<file path="src/rtl/mc_ctrl_pkg.sv">
// mc_ctrl_pkg
// Shared definitions for the multi-cycle MIPS-subset control unit:
//   - opcode / func field constants for the supported instructions
//   - datapath mux and function encodings (ALU_*, EXT_*, REGDST_*, WD_*,
//     PCSRC_*, SRCA_*, SRCB_*)
//   - the controller state enum (13 states) and the instruction class enum
//     produced by mc_decode
package mc_ctrl_pkg;

  // Primary opcodes (IR[31:26])
  localparam logic [5:0] OP_RTYPE = 6'b000000;
  localparam logic [5:0] OP_J     = 6'b000010;
  localparam logic [5:0] OP_JAL   = 6'b000011;
  localparam logic [5:0] OP_BEQ   = 6'b000100;
  localparam logic [5:0] OP_BNE   = 6'b000101;
  localparam logic [5:0] OP_ORI   = 6'b001101;
  localparam logic [5:0] OP_LUI   = 6'b001111;
  localparam logic [5:0] OP_LW    = 6'b100011;
  localparam logic [5:0] OP_SW    = 6'b101011;

  // R-type function codes (IR[5:0])
  localparam logic [5:0] FN_SLL  = 6'b000000;
  localparam logic [5:0] FN_JR   = 6'b001000;
  localparam logic [5:0] FN_ADDU = 6'b100001;
  localparam logic [5:0] FN_SUBU = 6'b100011;
  localparam logic [5:0] FN_SLT  = 6'b101010;

  // ALU function select
  localparam logic [2:0] ALU_ADD = 3'd0;
  localparam logic [2:0] ALU_SUB = 3'd1;
  localparam logic [2:0] ALU_OR  = 3'd2;
  localparam logic [2:0] ALU_SLL = 3'd3;
  localparam logic [2:0] ALU_SLT = 3'd4;

  // Immediate extender mode
  localparam logic [1:0] EXT_ZERO = 2'b00;
  localparam logic [1:0] EXT_SIGN = 2'b01;
  localparam logic [1:0] EXT_LUI  = 2'b10;

  // GRF write register select
  localparam logic [1:0] REGDST_RT = 2'b00;
  localparam logic [1:0] REGDST_RD = 2'b01;
  localparam logic [1:0] REGDST_RA = 2'b10;

  // GRF write data select
  localparam logic [1:0] WD_ALUOUT = 2'b00;
  localparam logic [1:0] WD_MDR    = 2'b01;
  localparam logic [1:0] WD_PC     = 2'b10;

  // Next-PC select
  localparam logic [1:0] PCSRC_ALU    = 2'd0;
  localparam logic [1:0] PCSRC_ALUOUT = 2'd1;
  localparam logic [1:0] PCSRC_JUMP   = 2'd2;
  localparam logic [1:0] PCSRC_RS     = 2'd3;

  // ALU operand selects
  localparam logic       SRCA_PC      = 1'b0;
  localparam logic       SRCA_A       = 1'b1;
  localparam logic [1:0] SRCB_B       = 2'd0;
  localparam logic [1:0] SRCB_FOUR    = 2'd1;
  localparam logic [1:0] SRCB_EXT     = 2'd2;
  localparam logic [1:0] SRCB_EXT_SH2 = 2'd3;

  // Controller states
  typedef enum logic [3:0] {
    S_FETCH,
    S_DECODE,
    S_EXEC_R,
    S_WB_R,
    S_EXEC_I,
    S_WB_I,
    S_MEMADR,
    S_MEM_RD,
    S_WB_MEM,
    S_MEM_WR,
    S_BRANCH,
    S_JUMP,
    S_JR
  } state_t;

  // Instruction classes used for dispatch out of DECODE
  typedef enum logic [2:0] {
    IC_R,
    IC_JR,
    IC_LOAD,
    IC_STORE,
    IC_IMM,
    IC_BR,
    IC_JMP,
    IC_BAD
  } iclass_t;

endpackage

</file>
<file path="src/rtl/mc_decode.sv">
// mc_decode
// Combinational instruction decoder for mc_ctrl.
// Ports:
//   op      in  6  IR[31:26]
//   func    in  6  IR[5:0]
//   iclass  out    instruction class (R, JR, LOAD, STORE, IMM, BR, JMP, BAD)
//   alu_op  out 3  ALU function for the execute step (R-type / ori / lui)
//   ext_op  out 2  extender mode for the execute step of ori / lui
//   is_jal  out 1  jump also links to $31
//   is_bne  out 1  branch condition is "not equal"
module mc_decode
  import mc_ctrl_pkg::*;
(
  input  logic [5:0] op,
  input  logic [5:0] func,
  output iclass_t    iclass,
  output logic [2:0] alu_op,
  output logic [1:0] ext_op,
  output logic       is_jal,
  output logic       is_bne
);

  always_comb begin
    iclass = IC_BAD;
    alu_op = ALU_ADD;
    ext_op = EXT_SIGN;
    is_jal = 1'b0;
    is_bne = 1'b0;
    case (op)
      OP_RTYPE: begin
        case (func)
          FN_ADDU: begin iclass = IC_R; alu_op = ALU_ADD; end
          FN_SUBU: begin iclass = IC_R; alu_op = ALU_SUB; end
          FN_SLL:  begin iclass = IC_R; alu_op = ALU_SLL; end
          FN_SLT:  begin iclass = IC_R; alu_op = ALU_SLT; end
          FN_JR:   iclass = IC_JR;
          default: iclass = IC_BAD;
        endcase
      end
      OP_ORI: begin
        iclass = IC_IMM;
        alu_op = ALU_OR;
        ext_op = EXT_ZERO;
      end
      // lui is executed as (imm << 16) | $rs-free path: the EXT unit does the
      // shift and the ALU simply ORs it with A, which the assembler keeps at $0.
      OP_LUI: begin
        iclass = IC_IMM;
        alu_op = ALU_OR;
        ext_op = EXT_LUI;
      end
      OP_LW:  iclass = IC_LOAD;
      OP_SW:  iclass = IC_STORE;
      OP_BEQ: iclass = IC_BR;
      OP_BNE: begin
        iclass = IC_BR;
        is_bne = 1'b1;
      end
      OP_J:   iclass = IC_JMP;
      OP_JAL: begin
        iclass = IC_JMP;
        is_jal = 1'b1;
      end
      default: iclass = IC_BAD;
    endcase
  end

endmodule

</file>
<file path="src/rtl/mc_ctrl.sv">
// mc_ctrl
// Multi-cycle control FSM for the MIPS-subset CPU. Sequences the shared
// datapath and a unified instruction/data memory behind a req/ready
// handshake, one instruction at a time.
// Ports:
//   clk, reset          clock; synchronous active-high reset (-> FETCH)
//   op, func, zero      IR fields and ALU zero flag
//   mem_ready           memory completes the current access this cycle
//   mem_req, mem_we,    memory request / store / address select
//   i_or_d
//   ir_we, mdr_we,      register write enables
//   pc_we, reg_we
//   pc_src, alu_src_a,  datapath mux selects
//   alu_src_b, ext_op,
//   alu_op, reg_dst,
//   wd_sel
//   instr_done          one-cycle pulse in the last state of an instruction
//   illegal             one-cycle pulse in DECODE for an unsupported op/func
module mc_ctrl
  import mc_ctrl_pkg::*;
(
  input  logic       clk,
  input  logic       reset,
  input  logic [5:0] op,
  input  logic [5:0] func,
  input  logic       zero,
  input  logic       mem_ready,
  output logic       mem_req,
  output logic       mem_we,
  output logic       i_or_d,
  output logic       ir_we,
  output logic       mdr_we,
  output logic       pc_we,
  output logic [1:0] pc_src,
  output logic       alu_src_a,
  output logic [1:0] alu_src_b,
  output logic [1:0] ext_op,
  output logic [2:0] alu_op,
  output logic       reg_we,
  output logic [1:0] reg_dst,
  output logic [1:0] wd_sel,
  output logic       instr_done,
  output logic       illegal
);

  state_t     state_reg;
  state_t     state_next;

  iclass_t    dec_class;
  logic [2:0] dec_alu_op;
  logic [1:0] dec_ext_op;
  logic       dec_is_jal;
  logic       dec_is_bne;

  mc_decode u_decode (
    .op     (op),
    .func   (func),
    .iclass (dec_class),
    .alu_op (dec_alu_op),
    .ext_op (dec_ext_op),
    .is_jal (dec_is_jal),
    .is_bne (dec_is_bne)
  );

  always_ff @(posedge clk) begin
    if (reset) begin
      state_reg <= S_FETCH;
    end else begin
      state_reg <= state_next;
    end
  end

  always_comb begin
    state_next = state_reg;
    mem_req    = 1'b0;
    mem_we     = 1'b0;
    i_or_d     = 1'b0;
    ir_we      = 1'b0;
    mdr_we     = 1'b0;
    pc_we      = 1'b0;
    pc_src     = PCSRC_ALU;
    alu_src_a  = SRCA_PC;
    alu_src_b  = SRCB_B;
    ext_op     = EXT_ZERO;
    alu_op     = ALU_ADD;
    reg_we     = 1'b0;
    reg_dst    = REGDST_RT;
    wd_sel     = WD_ALUOUT;
    instr_done = 1'b0;
    illegal    = 1'b0;

    // While reset is high every output stays at its idle value, so no write
    // enable or memory access can slip out in the reset cycle even if the
    // memory happens to report ready. The state register is forced to FETCH
    // by the sequential block regardless of state_next.
    if (!reset) begin
      case (state_reg)
        S_FETCH: begin
          // PC + 4 is computed by the ALU and written together with IR.
          mem_req   = 1'b1;
          i_or_d    = 1'b0;
          alu_src_a = SRCA_PC;
          alu_src_b = SRCB_FOUR;
          alu_op    = ALU_ADD;
          pc_src    = PCSRC_ALU;
          if (mem_ready) begin
            ir_we      = 1'b1;
            pc_we      = 1'b1;
            state_next = S_DECODE;
          end
        end

        S_DECODE: begin
          // Speculatively form the branch target PC + (sext(imm) << 2) into
          // ALUOut; BRANCH consumes it via PCSRC_ALUOUT.
          alu_src_a = SRCA_PC;
          alu_src_b = SRCB_EXT_SH2;
          ext_op    = EXT_SIGN;
          alu_op    = ALU_ADD;
          case (dec_class)
            IC_R:     state_next = S_EXEC_R;
            IC_JR:    state_next = S_JR;
            IC_LOAD:  state_next = S_MEMADR;
            IC_STORE: state_next = S_MEMADR;
            IC_IMM:   state_next = S_EXEC_I;
            IC_BR:    state_next = S_BRANCH;
            IC_JMP:   state_next = S_JUMP;
            default: begin
              illegal    = 1'b1;
              instr_done = 1'b1;
              state_next = S_FETCH;
            end
          endcase
        end

        S_EXEC_R: begin
          alu_src_a  = SRCA_A;
          alu_src_b  = SRCB_B;
          alu_op     = dec_alu_op;
          state_next = S_WB_R;
        end

        S_WB_R: begin
          reg_we     = 1'b1;
          reg_dst    = REGDST_RD;
          wd_sel     = WD_ALUOUT;
          instr_done = 1'b1;
          state_next = S_FETCH;
        end

        S_EXEC_I: begin
          alu_src_a  = SRCA_A;
          alu_src_b  = SRCB_EXT;
          alu_op     = ALU_OR;
          ext_op     = dec_ext_op;
          state_next = S_WB_I;
        end

        S_WB_I: begin
          reg_we     = 1'b1;
          reg_dst    = REGDST_RT;
          wd_sel     = WD_ALUOUT;
          instr_done = 1'b1;
          state_next = S_FETCH;
        end

        S_MEMADR: begin
          alu_src_a = SRCA_A;
          alu_src_b = SRCB_EXT;
          ext_op    = EXT_SIGN;
          alu_op    = ALU_ADD;
          if (dec_class == IC_LOAD) begin
            state_next = S_MEM_RD;
          end else if (dec_class == IC_STORE) begin
            state_next = S_MEM_WR;
          end else begin
            // IR cannot change after FETCH; this only guards against an
            // upstream glitch on op and returns to a safe state.
            state_next = S_FETCH;
          end
        end

        S_MEM_RD: begin
          mem_req = 1'b1;
          i_or_d  = 1'b1;
          if (mem_ready) begin
            mdr_we     = 1'b1;
            state_next = S_WB_MEM;
          end
        end

        S_WB_MEM: begin
          reg_we     = 1'b1;
          reg_dst    = REGDST_RT;
          wd_sel     = WD_MDR;
          instr_done = 1'b1;
          state_next = S_FETCH;
        end

        S_MEM_WR: begin
          mem_req = 1'b1;
          mem_we  = 1'b1;
          i_or_d  = 1'b1;
          if (mem_ready) begin
            instr_done = 1'b1;
            state_next = S_FETCH;
          end
        end

        S_BRANCH: begin
          // ALU compares rs and rt by subtraction; zero is live this cycle.
          alu_src_a  = SRCA_A;
          alu_src_b  = SRCB_B;
          alu_op     = ALU_SUB;
          pc_src     = PCSRC_ALUOUT;
          pc_we      = dec_is_bne ? ~zero : zero;
          instr_done = 1'b1;
          state_next = S_FETCH;
        end

        S_JUMP: begin
          pc_src     = PCSRC_JUMP;
          pc_we      = 1'b1;
          instr_done = 1'b1;
          // PC already holds PC + 4, which is exactly the jal link value.
          if (dec_is_jal) begin
            reg_we  = 1'b1;
            reg_dst = REGDST_RA;
            wd_sel  = WD_PC;
          end
          state_next = S_FETCH;
        end

        S_JR: begin
          pc_src     = PCSRC_RS;
          pc_we      = 1'b1;
          instr_done = 1'b1;
          state_next = S_FETCH;
        end

        default: state_next = S_FETCH;
      endcase
    end
  end

endmodule
</file>
<file path="config.mk">
export PLATFORM = sky130hd
export DESIGN_NAME = mc_ctrl
export DESIGN_NICKNAME = d
export VERILOG_FILES = /design/src/rtl/mc_ctrl_pkg.sv /design/src/rtl/mc_decode.sv /design/src/rtl/mc_ctrl.sv
export SDC_FILE = /design/constraint.sdc
export NUM_CORES = 1
export LEC_CHECK = 0
export ABC_AREA = 1
export ABC_CLOCK_PERIOD_IN_PS = 2200
export CORE_MARGIN = 8
export CORE_UTILIZATION = 42
export DETAILED_ROUTE_END_ITERATION = 10
export HOLD_SLACK_MARGIN = 0.03
export PLACE_DENSITY = 0.86
export SLEW_MARGIN = 30
export SYNTH_ARGS = -nofsm -noshare
export SYNTH_HDL_FRONTEND = slang
export SYNTH_HIERARCHICAL = 1
export SYNTH_SLANG_ARGS = --single-unit
</file>
<file path="constraint.sdc">
create_clock -name clk -period 2.2 [get_ports clk]
set_input_delay 0.44 -clock clk [delete_from_list [all_inputs] [get_ports clk]]
set_output_delay 0.44 -clock clk [all_outputs]
set_load 0.05 [all_outputs]
</file>
Word level (Yosys, flattened, before mapping)
Index checks and enable logic that the tools add are counted.
W data, S select, Z words.
{ "totals": {"register_bits": 4, "latchBits": 0, "mem_bits_rw": 0, "mem_bits_ro": 0, "memories": 0} }
{ "op_classes": {"add_sub_neg": 0, "mul": 0, "n_div": 0, "n_lt_le_gt_ge": 0, "eq_ne": 33, "n_shift": 0, "muxes": 51, "bitwise": 1, "reduce_logical": 19} }
{ "op_table": {"columns": ["cell", "n"], "rows": [
  ["$eq A6 B6 Y1 const B", 5],
  ["$pmux W4 S7", 1],
  ["$pmux W4 S6", 1],
  ["$mux W1", 23],
  ["$eq A4 B4 Y1 const B", 5],
  ["$mux W4", 5],
  ["$eq A6 B4 Y1 const B", 3],
  ["$pmux W3 S3", 2],
  ["$pmux W3 S6", 1],
  ["$eq A4 B3 Y1 const B", 4],
  ["$pmux W2 S2", 4],
  ["$reduce_or A2 Y1", 8],
  ["$eq A6 B2 Y1 const B", 2],
  ["$eq A6 B3 Y1 const B", 2],
  ["$logic_not A6 Y1", 2],
  ["$mux W2", 6],
  ["$pmux W2 S3", 2],
  ["$pmux W3 S2", 2],
  ["$eq A3 B3 Y1 const B", 3],
  ["$eq A4 B2 Y1 const B", 2],
  ["$reduce_or A4 Y1", 2],
  ["$reduce_or A7 Y1", 1],
  ["$eq A3 B2 Y1 const B", 2],
  ["$ne A2 B2 Y1 const B", 3],
  ["other kinds (11)", 13]
]} }

Depth between registers and ports, before layout
Gate-level depths: netlist of the first run.
{ "logic_depth": {"word_depth": 9, "ltp_mapped": 15, "mapped_depth_nobuf": 15} }

Cells and area by module
Netlist of the first run, hierarchy kept.
{ "modules_own_cells": {"columns": ["mod", "instances", "cells_per_inst", "area_each_um2", "seq_area_each_um2"], "rows": [
  ["mc_ctrl", 1, 131, 634.4, 80.1],
  ["mc_decode", 1, 59, 280.3, 0.0]
]} }

Least setup slack after synthesis of the first run
No wires, ideal clock.
{ "synth_timing": {"path_type": "input to output", "start": "input port op[5]", "end": "output port alu_op[1]", "t_arrival_ns": 1.997, "required_ns": 1.760, "path_slack_ns": -0.237, "cell_stages": 5, "path_buffers": 0, "cell_sequence": "nor3_2 > nand2_1 > o21ai_1 > nand2_1 > o21ai_0"} }
{ "synth_between": {"elab_chain_len": 5, "word_cells_on_any_way": 7} }
{ "synth_lines": {"columns": ["element", "line", "rtl"], "rows": [
  ["from (decl)", "mc_ctrl.sv:24", "input logic [5:0] op,"],
  ["$eq A6 B4 Y1", "mc_decode.sv:29", "case (op)"],
  ["$reduce_or A2 Y1 (no line)", null, null],
  ["$pmux W3 S2 (*)", "mc_decode.sv:29", null],
  ["via dec_alu_op[1]", "mc_ctrl.sv:50", "logic [2:0] dec_alu_op;"],
  ["$pmux W3 S3 (*)", "mc_ctrl.sv:97", "case (state_reg)"],
  ["$mux W3 (*)", "mc_ctrl.sv:96", "if (!reset) begin"],
  ["to (decl)", "mc_ctrl.sv:38", "output logic [2:0] alu_op,"]
]} }
The timed path passes the listed nets; every way through them passes the cells marked *.

Worst setup path in the final report of the first run
{ "layout_timing": {"start": "input port op[3]", "end": "register state_reg[3]"} }
{ "layout_between": {"elab_chain_len": 7, "word_cells_on_any_way": 25} }
{ "layout_lines": {"columns": ["element", "line", "rtl"], "rows": [
  ["$eq A6 B2 Y1, or another cell as far along", "mc_decode.sv:29", null],
  ["$reduce_or A2 Y1 (no line)", null, null],
  ["$pmux W3 S6 (*)", "mc_decode.sv:29", null],
  ["via dec_class[0]", "mc_ctrl.sv:49", "iclass_t dec_class;"],
  ["$eq A3 B2 Y1 (on tied branches)", "mc_ctrl.sv:120, mc_ctrl.sv:172, mc_ctrl.sv:174", null],
  ["$reduce_or A2 Y1 (no line) / $mux W4 (equally long branches)", null, null],
  ["$pmux W4 S6 / $mux W4 (equally long branches)", "mc_ctrl.sv:120, mc_ctrl.sv:172", null],
  ["$pmux W4 S7 (*)", "mc_ctrl.sv:97", null],
  ["to (signal assigned)", "mc_ctrl.sv:69", "state_reg <= state_next;"],
  ["to (decl)", "mc_ctrl.sv:46", "state_t state_reg;"]
]} }
Marks and branches as above.
A chain may end at the register's enable or synchronous reset.

==> results of run 1 <==
kinds of logic after synthesis:
family,after synthesis
compound gates,22
xor+xnor,1
buf+inv,38
flops,4
simple gates,125
where the power goes:
group | total [mW] | internal, mW | switching (mW)
clock | 0.0855 | 0.0607 | 0.0249
combinational | 0.461 | 0.175 | 0.286
sequential | 0.0927 | 0.0792 | 0.0135
total | 0.639 | 0.315 | 0.324
critical path, delay by kind of cell:
family	cells	cell delay, ns
buffers and inverters	8	0.99
AO/OA/AOI/OAI	2	0.23
AND/OR/NAND/NOR	8	0.92
Yosys cell counts (2+ instances only):
| library cell | instances | share of area, % |
|---|---|---|
| nand2_1 | 53 | 22 |
| dfxtp_1 | 4 | 8.8 |
| inv_1 | 32 | 13 |
| a31oi_1 | 2 | 1.4 |
| o21ai_0 | 6 | 3.3 |
| o21ai_1 | 2 | 1.1 |
| a21oi_2 | 2 | 1.9 |
| nand4_1 | 4 | 2.7 |
| nor2_1 | 37 | 15 |
| nor2_2 | 7 | 4.8 |
| a21oi_1 | 8 | 4.4 |
| nand3_2 | 3 | 3.3 |
| nor3_1 | 2 | 1.1 |
| inv_2 | 3 | 1.2 |
| nand3_1 | 16 | 8.8 |
cell type report:
type,instances,share of cell area [%]
tap,28,1.72
clock buffer,3,1.11
multi-input combinational,148,44.9
sequential,4,4.00
timing repair buffer,75,41.4
inverter,36,6.95
placed cells by master (no fill, tap or decap), types with 4 or more instances in the layout:
cell,count
a21oi_2,7
buf_12,18
buf_4,42
buf_6,9
inv_1,27
inv_2,6
nand2_1,46
nand2_2,6
nand3_1,9
nand3_2,6
nand3_4,4
nand4_1,4
nor2_1,24
nor2_2,11
nor2_4,10
o21ai_1,5
worst paths after layout:
check                                   from      endpoint  cells past startpoint  slack (ns)
worst max-delay path                   op[3]  state_reg[3]                     18       -0.23
worst min-delay path            state_reg[0]  state_reg[0]                      2        0.66
worst max register to register  state_reg[1]  state_reg[0]                      8        0.58
worst min register to register  state_reg[0]  state_reg[0]                      2        0.66
per-layer routing:
metal  share of wire [%]  global-route usage [%]  routed length [um]
met4                  11                    8.83                 748
met2                  43                    36.7                3030
met3                  14                    4.30                 960
met5                   0                       0                   0
met1                  33                    27.0                2310
through the flow:
| stage | area (sq um) | setup slack [ns] | setup TNS [ns] |
|---|---|---|---|
| 2_1_floorplan | 932 | -0.0129 | -0.0204 |
| 3_3_place_gp | 1640 | -0.425 | -2.50 |
| 3_5_place_dp | 1640 | -0.624 | -3.38 |
| 4_1_cts | 1860 | -0.0187 | -0.0187 |
| 5_1_grt | 2040 | -0.244 | -2.35 |
| 6_report | 2040 | -0.228 | -2.10 |
repair_timing:
| item | 4_1_cts | 5_1_grt |
|---|---|---|
| endpoints found under the hold margin | 0 | 0 |
| gates cloned | 0 | 0 |
| buffers inserted | 15 | 6 |
| pin swaps | 24 | 23 |
| gates resized for setup | 87 | 45 |
| setup endpoints to repair | 11 | 12 |
==> run metrics, run 1 <==
Seq cells post-synth=4; largest net degree at the start of global routing=16; clock latency on the worst-skew pair=approximately 0.23 ns; Non-Filler Instances=between 200 and 300; Post-Synth Adder-Cell Area=0%; Overflow after GRT=0; total track usage=22.1%; Clock Sinks=4; Peak Freq=between 400 and 500 MHz; CTS tree=built; CP dominant cell by count=buf_4; Initial Util=a little over two fifths; die height=62.7 um; drt pass-1 iters=5; dpl cells=272; Multi-input gate area=approximately 900 sq um; share of cells above drive strength 1=51.5%; clock-pin slew on the worst setup and hold paths=0.04 ns; ys async rst share=0%; register area=81.3 sq um; status=complete, but fails checks; worst vdd ir=0.521 mV; cell area power density=314 nW/um^2; first-pass GRT wire length=7.42 mm; mux cell area share after synthesis=0%; CTS Buf Count=3; Final period util=110%; total core area=2130 sq um; Root Driver=clkbuf_4; CP Data Required Time=about 2.4 ns; Final GP Congestion=0.947; ANT cells=0; EDFF count, synth=0; chip width=62.7 um; CP Class=primary input to register; WL/cell=~24 um; clk buf depth=2; Power Total=0.639 mW; synthesized instance count=190; syn_nets=206; Crit-path slowest cell=nor2_4; Post-DRT Antenna Nets=0; final core occ=95.7%; WL final=7.05 mm; number of distinct library cells after synthesis=24; CP Launch Type=primary input; die area=3930 sq um; Seq/Total Area, Yosys=8.76%; Syn. warnings=6; max_cap viols=0; initial antenna violation count=0; setup ws final=-0.228 ns; area grow syn2layout=123%; Post-Synth XOR/XNOR Area=0.958%; Worst slew margin=71.4%; DP HPWL=around 2.9 mm; RSZ-0062 raised after global routing=true; fill count=54; hold_buf cts=0; Worst Path Max Fanout=5; Final Hold Viols=0; min Tclk post-route=about 2.4 ns; ys flop type=dfxtp_1; Hold Path Class=register to register; synthesized area per cell=roughly 4.8 sq um; final setup fails=21; vias=1,910; Leakage=just under 1 nW; worst hold slack=0.662 ns; Setup Skew=0.00311 ns; worst path arrival time=2.58 ns; crit-path cells=buf_4 -> nor2_4 -> nand3_4 -> inv_4 -> nand4_1 -> nand3_2 -> nand2_2 -> buf_4 -> buf_4 -> buf_4 -> buf_4 -> buf_4 -> buf_4 -> nor2_2 -> a21oi_1 -> nand2_1 -> nand2_1 -> a21oi_2; largest family of logic cells by synthesized area=simple AND/OR/NAND/NOR gates; compound-gate portion of the synthesized area=13.8%; max FFs per register=4; post-synthesis cell area=915 sq um; IO Count=39; # rows=17; drt drc=0; H-tree levels=1; Vias/cell=between 6 and 7; violated checks=setup timing; number of port buffers=38; vias in the first global route=roughly 1.6k; initial detailed-routing violation count=259; Slowest Stage Delay on Critical Path=0.18 ns; Slew @ Worst Pin=roughly 0.42 ns; fin. max-slew vios=0; Simple-Gate Fraction of Synth Area=between 60% and 70%; CP Capture Type=register; Nets=284
(Power assumes the default switching activity.)
==> run 2: changes to the inputs <==
--- a/config.mk
+++ b/config.mk
@@ -8,10 +8,10 @@
 export ABC_AREA = 1
 export ABC_CLOCK_PERIOD_IN_PS = 2200
 export CORE_MARGIN = 8
-export CORE_UTILIZATION = 42
+export CORE_UTILIZATION = 25
 export DETAILED_ROUTE_END_ITERATION = 10
 export HOLD_SLACK_MARGIN = 0.03
-export PLACE_DENSITY = 0.86
+export PLACE_DENSITY = 0.59
 export SLEW_MARGIN = 30
 export SYNTH_ARGS = -nofsm -noshare
 export SYNTH_HDL_FRONTEND = slang
==> run metrics, run 2 (same netlist as run 1, synthesis figures left out) <==
# rows=22; max_cap viols=0; number of port buffers=38; Peak Freq=about 450 MHz; clock share of power=15.6%; area grow syn2layout=121%; worst vdd ir=approximately 0.24 mV; WL/cell=between 10 and 15 um; initial antenna violation count=0; chip width=76.5 um; internal power=0.318 mW; violated checks=setup timing; Final GP Congestion=0.911; Slew @ Worst Pin=around 0.42 ns; Worst R2R End=state_reg[3]; Vias/cell=4.52; die height=76.5 um; Post-DRT Antenna Nets=0; Leakage=0.963 nW; Setup Skew=0.00890 ns; share of cells above drive strength 1=48.9%; min Tclk post-route=2.22 ns; GRT busiest layer=met2; Overflow after GRT=0; Hold Path Cell Cnt=2; status=complete, but fails checks; DP HPWL=2.74 mm; HP Start=state_reg[0]; commonest non-fill, non-tap cell in the layout=nand2_1; ANT cells=0; drt pass-1 iters=4; worst path arrival time=1.78 ns; total track usage=between 10% and 20%; path depth of the worst reg2reg path=6; fin. max-slew vios=0; IO Count=39; clock-pin slew on the worst setup and hold paths=roughly 0.04 ns; share of total power in combinational logic=69.5%; Worst Path Max Fanout=2; Crit. Startpoint=func[0]; dpl cells=between 200 and 300; H-tree levels=1; CTS Buf Count=3; max FFs per register=4; reg2reg setup slack=0.81 ns; CTS tree=built; fill count=341; drt drc=0; Final Hold Viols=0; Worst R2R Start=state_reg[0]; die area=between 5000 and 6000 sq um; setup ws final=-0.0238 ns; vias=1,419; largest net degree at the start of global routing=20; initial detailed-routing violation count=71; clock latency on the worst-skew pair=around 0.24 ns; met3 usage=2.36%; grt met2 use=20.4%; final setup fails=2; Non-Filler Instances=between 300 and 400; Root Driver=clkbuf_4; commonest non-fill, non-tap cells in the layout=45 x nand2_1, 37 x buf_4, 28 x inv_1, 28 x nor2_1, 18 x buf_12; cell area power density=295 nW/um^2; Setup TNS=-0.0431 ns; worst hold slack=roughly 0.59 ns; RSZ-0062 raised after global routing=true; Nets=284; Post-Place Setup Slack=-0.467 ns; CP Capture Type=output port; share of power burned in registers=between 10% and 20%; first-pass GRT wire length=about 6 mm; hold_buf cts=0; total core area=3580 sq um; Initial Util=approximately a quarter; switch share=46.7%; clk buf depth=2; Final period util=101%; CP Class=primary input to output port; WL final=3.74 mm; grt met1 use=14.2%; Clock Sinks=4; CP Data Required Time=1.76 ns; Worst slew margin=72.1%; Sw Pwr=0.279 mW; destination of the worst hold path=state_reg[0]; Hold Path Class=register to register; final core occ=56.5%; CP Launch Type=primary input; vias in the first global route=1,350
run 2: cell types whose count changed in the layout (fill, tap and decap cells not counted), moves of 2 or more:
cell	change
nor2_1	+4
buf_4	-5
nand2_2	+2
o21ai_0	+2
nor2_2	-3
buf_2	+4
run 2: layer usage:
layer  share of wire [%]  vias up
li1                    -      754
met1                  44      622
met2                  49       34
met3                 3.7        9
met4                 2.6        0
met5                   0        -
run 2: layout make-up:
type                       count  area (sq um)  share of cell area (%)
clock buffer                   3          22.5                    1.11
inverter                      36           144                    7.12
multi-input combinational    148           880                    43.5
sequential                     4          80.1                    3.96
tap                           48          60.1                    2.97
timing repair buffer          75           836                    41.3
run 2: repair_timing:
action / CTS / global route
pin swaps: 24 / 28
setup endpoints to repair: 10 / 9
setup buffers: 12 / 8
hold endpoints to repair: 0 / 0
resized for setup: 72 / 48
run 2: worst max-delay path by stage:
stage / end / cells past startpoint
after floorplan: mdr_we / 2
after global placement: instr_done / 13
after detailed placement: instr_done / 13
after CTS: instr_done / 14
after global routing: instr_done / 14
final: illegal / 12
run 2: worst max-delay path, cell delays in order:
cell and delay, ns:
buf_2 0.12, buf_4 0.13, nand3_2 0.08, nand2_2 0.06, nor2_2 0.12, nand3_2 0.11, buf_4 0.15, nand2_2 0.11
nand3_4 0.09, buf_6 0.15, nor2_4 0.09, buf_12 0.14
run 2: through the flow:
step	instance area (sq um)	total power [mW]
after floorplan	932	0.278
after global placement	1670	0.427
after detailed placement	1670	0.430
after CTS	1810	0.553
after global routing	2020	0.636
final	2020	0.597
run 2: power by group through the flow:
stage	Clock [mW]	Combinational [mW]	Sequential (mW)
5_1_grt	0.104	0.444	0.0888
6_report	0.0930	0.415	0.0888
4_1_cts	0.0945	0.370	0.0883
2_1_floorplan	0	0.191	0.0868
3_3_place_gp	0	0.338	0.0892
3_5_place_dp	0	0.340	0.0901
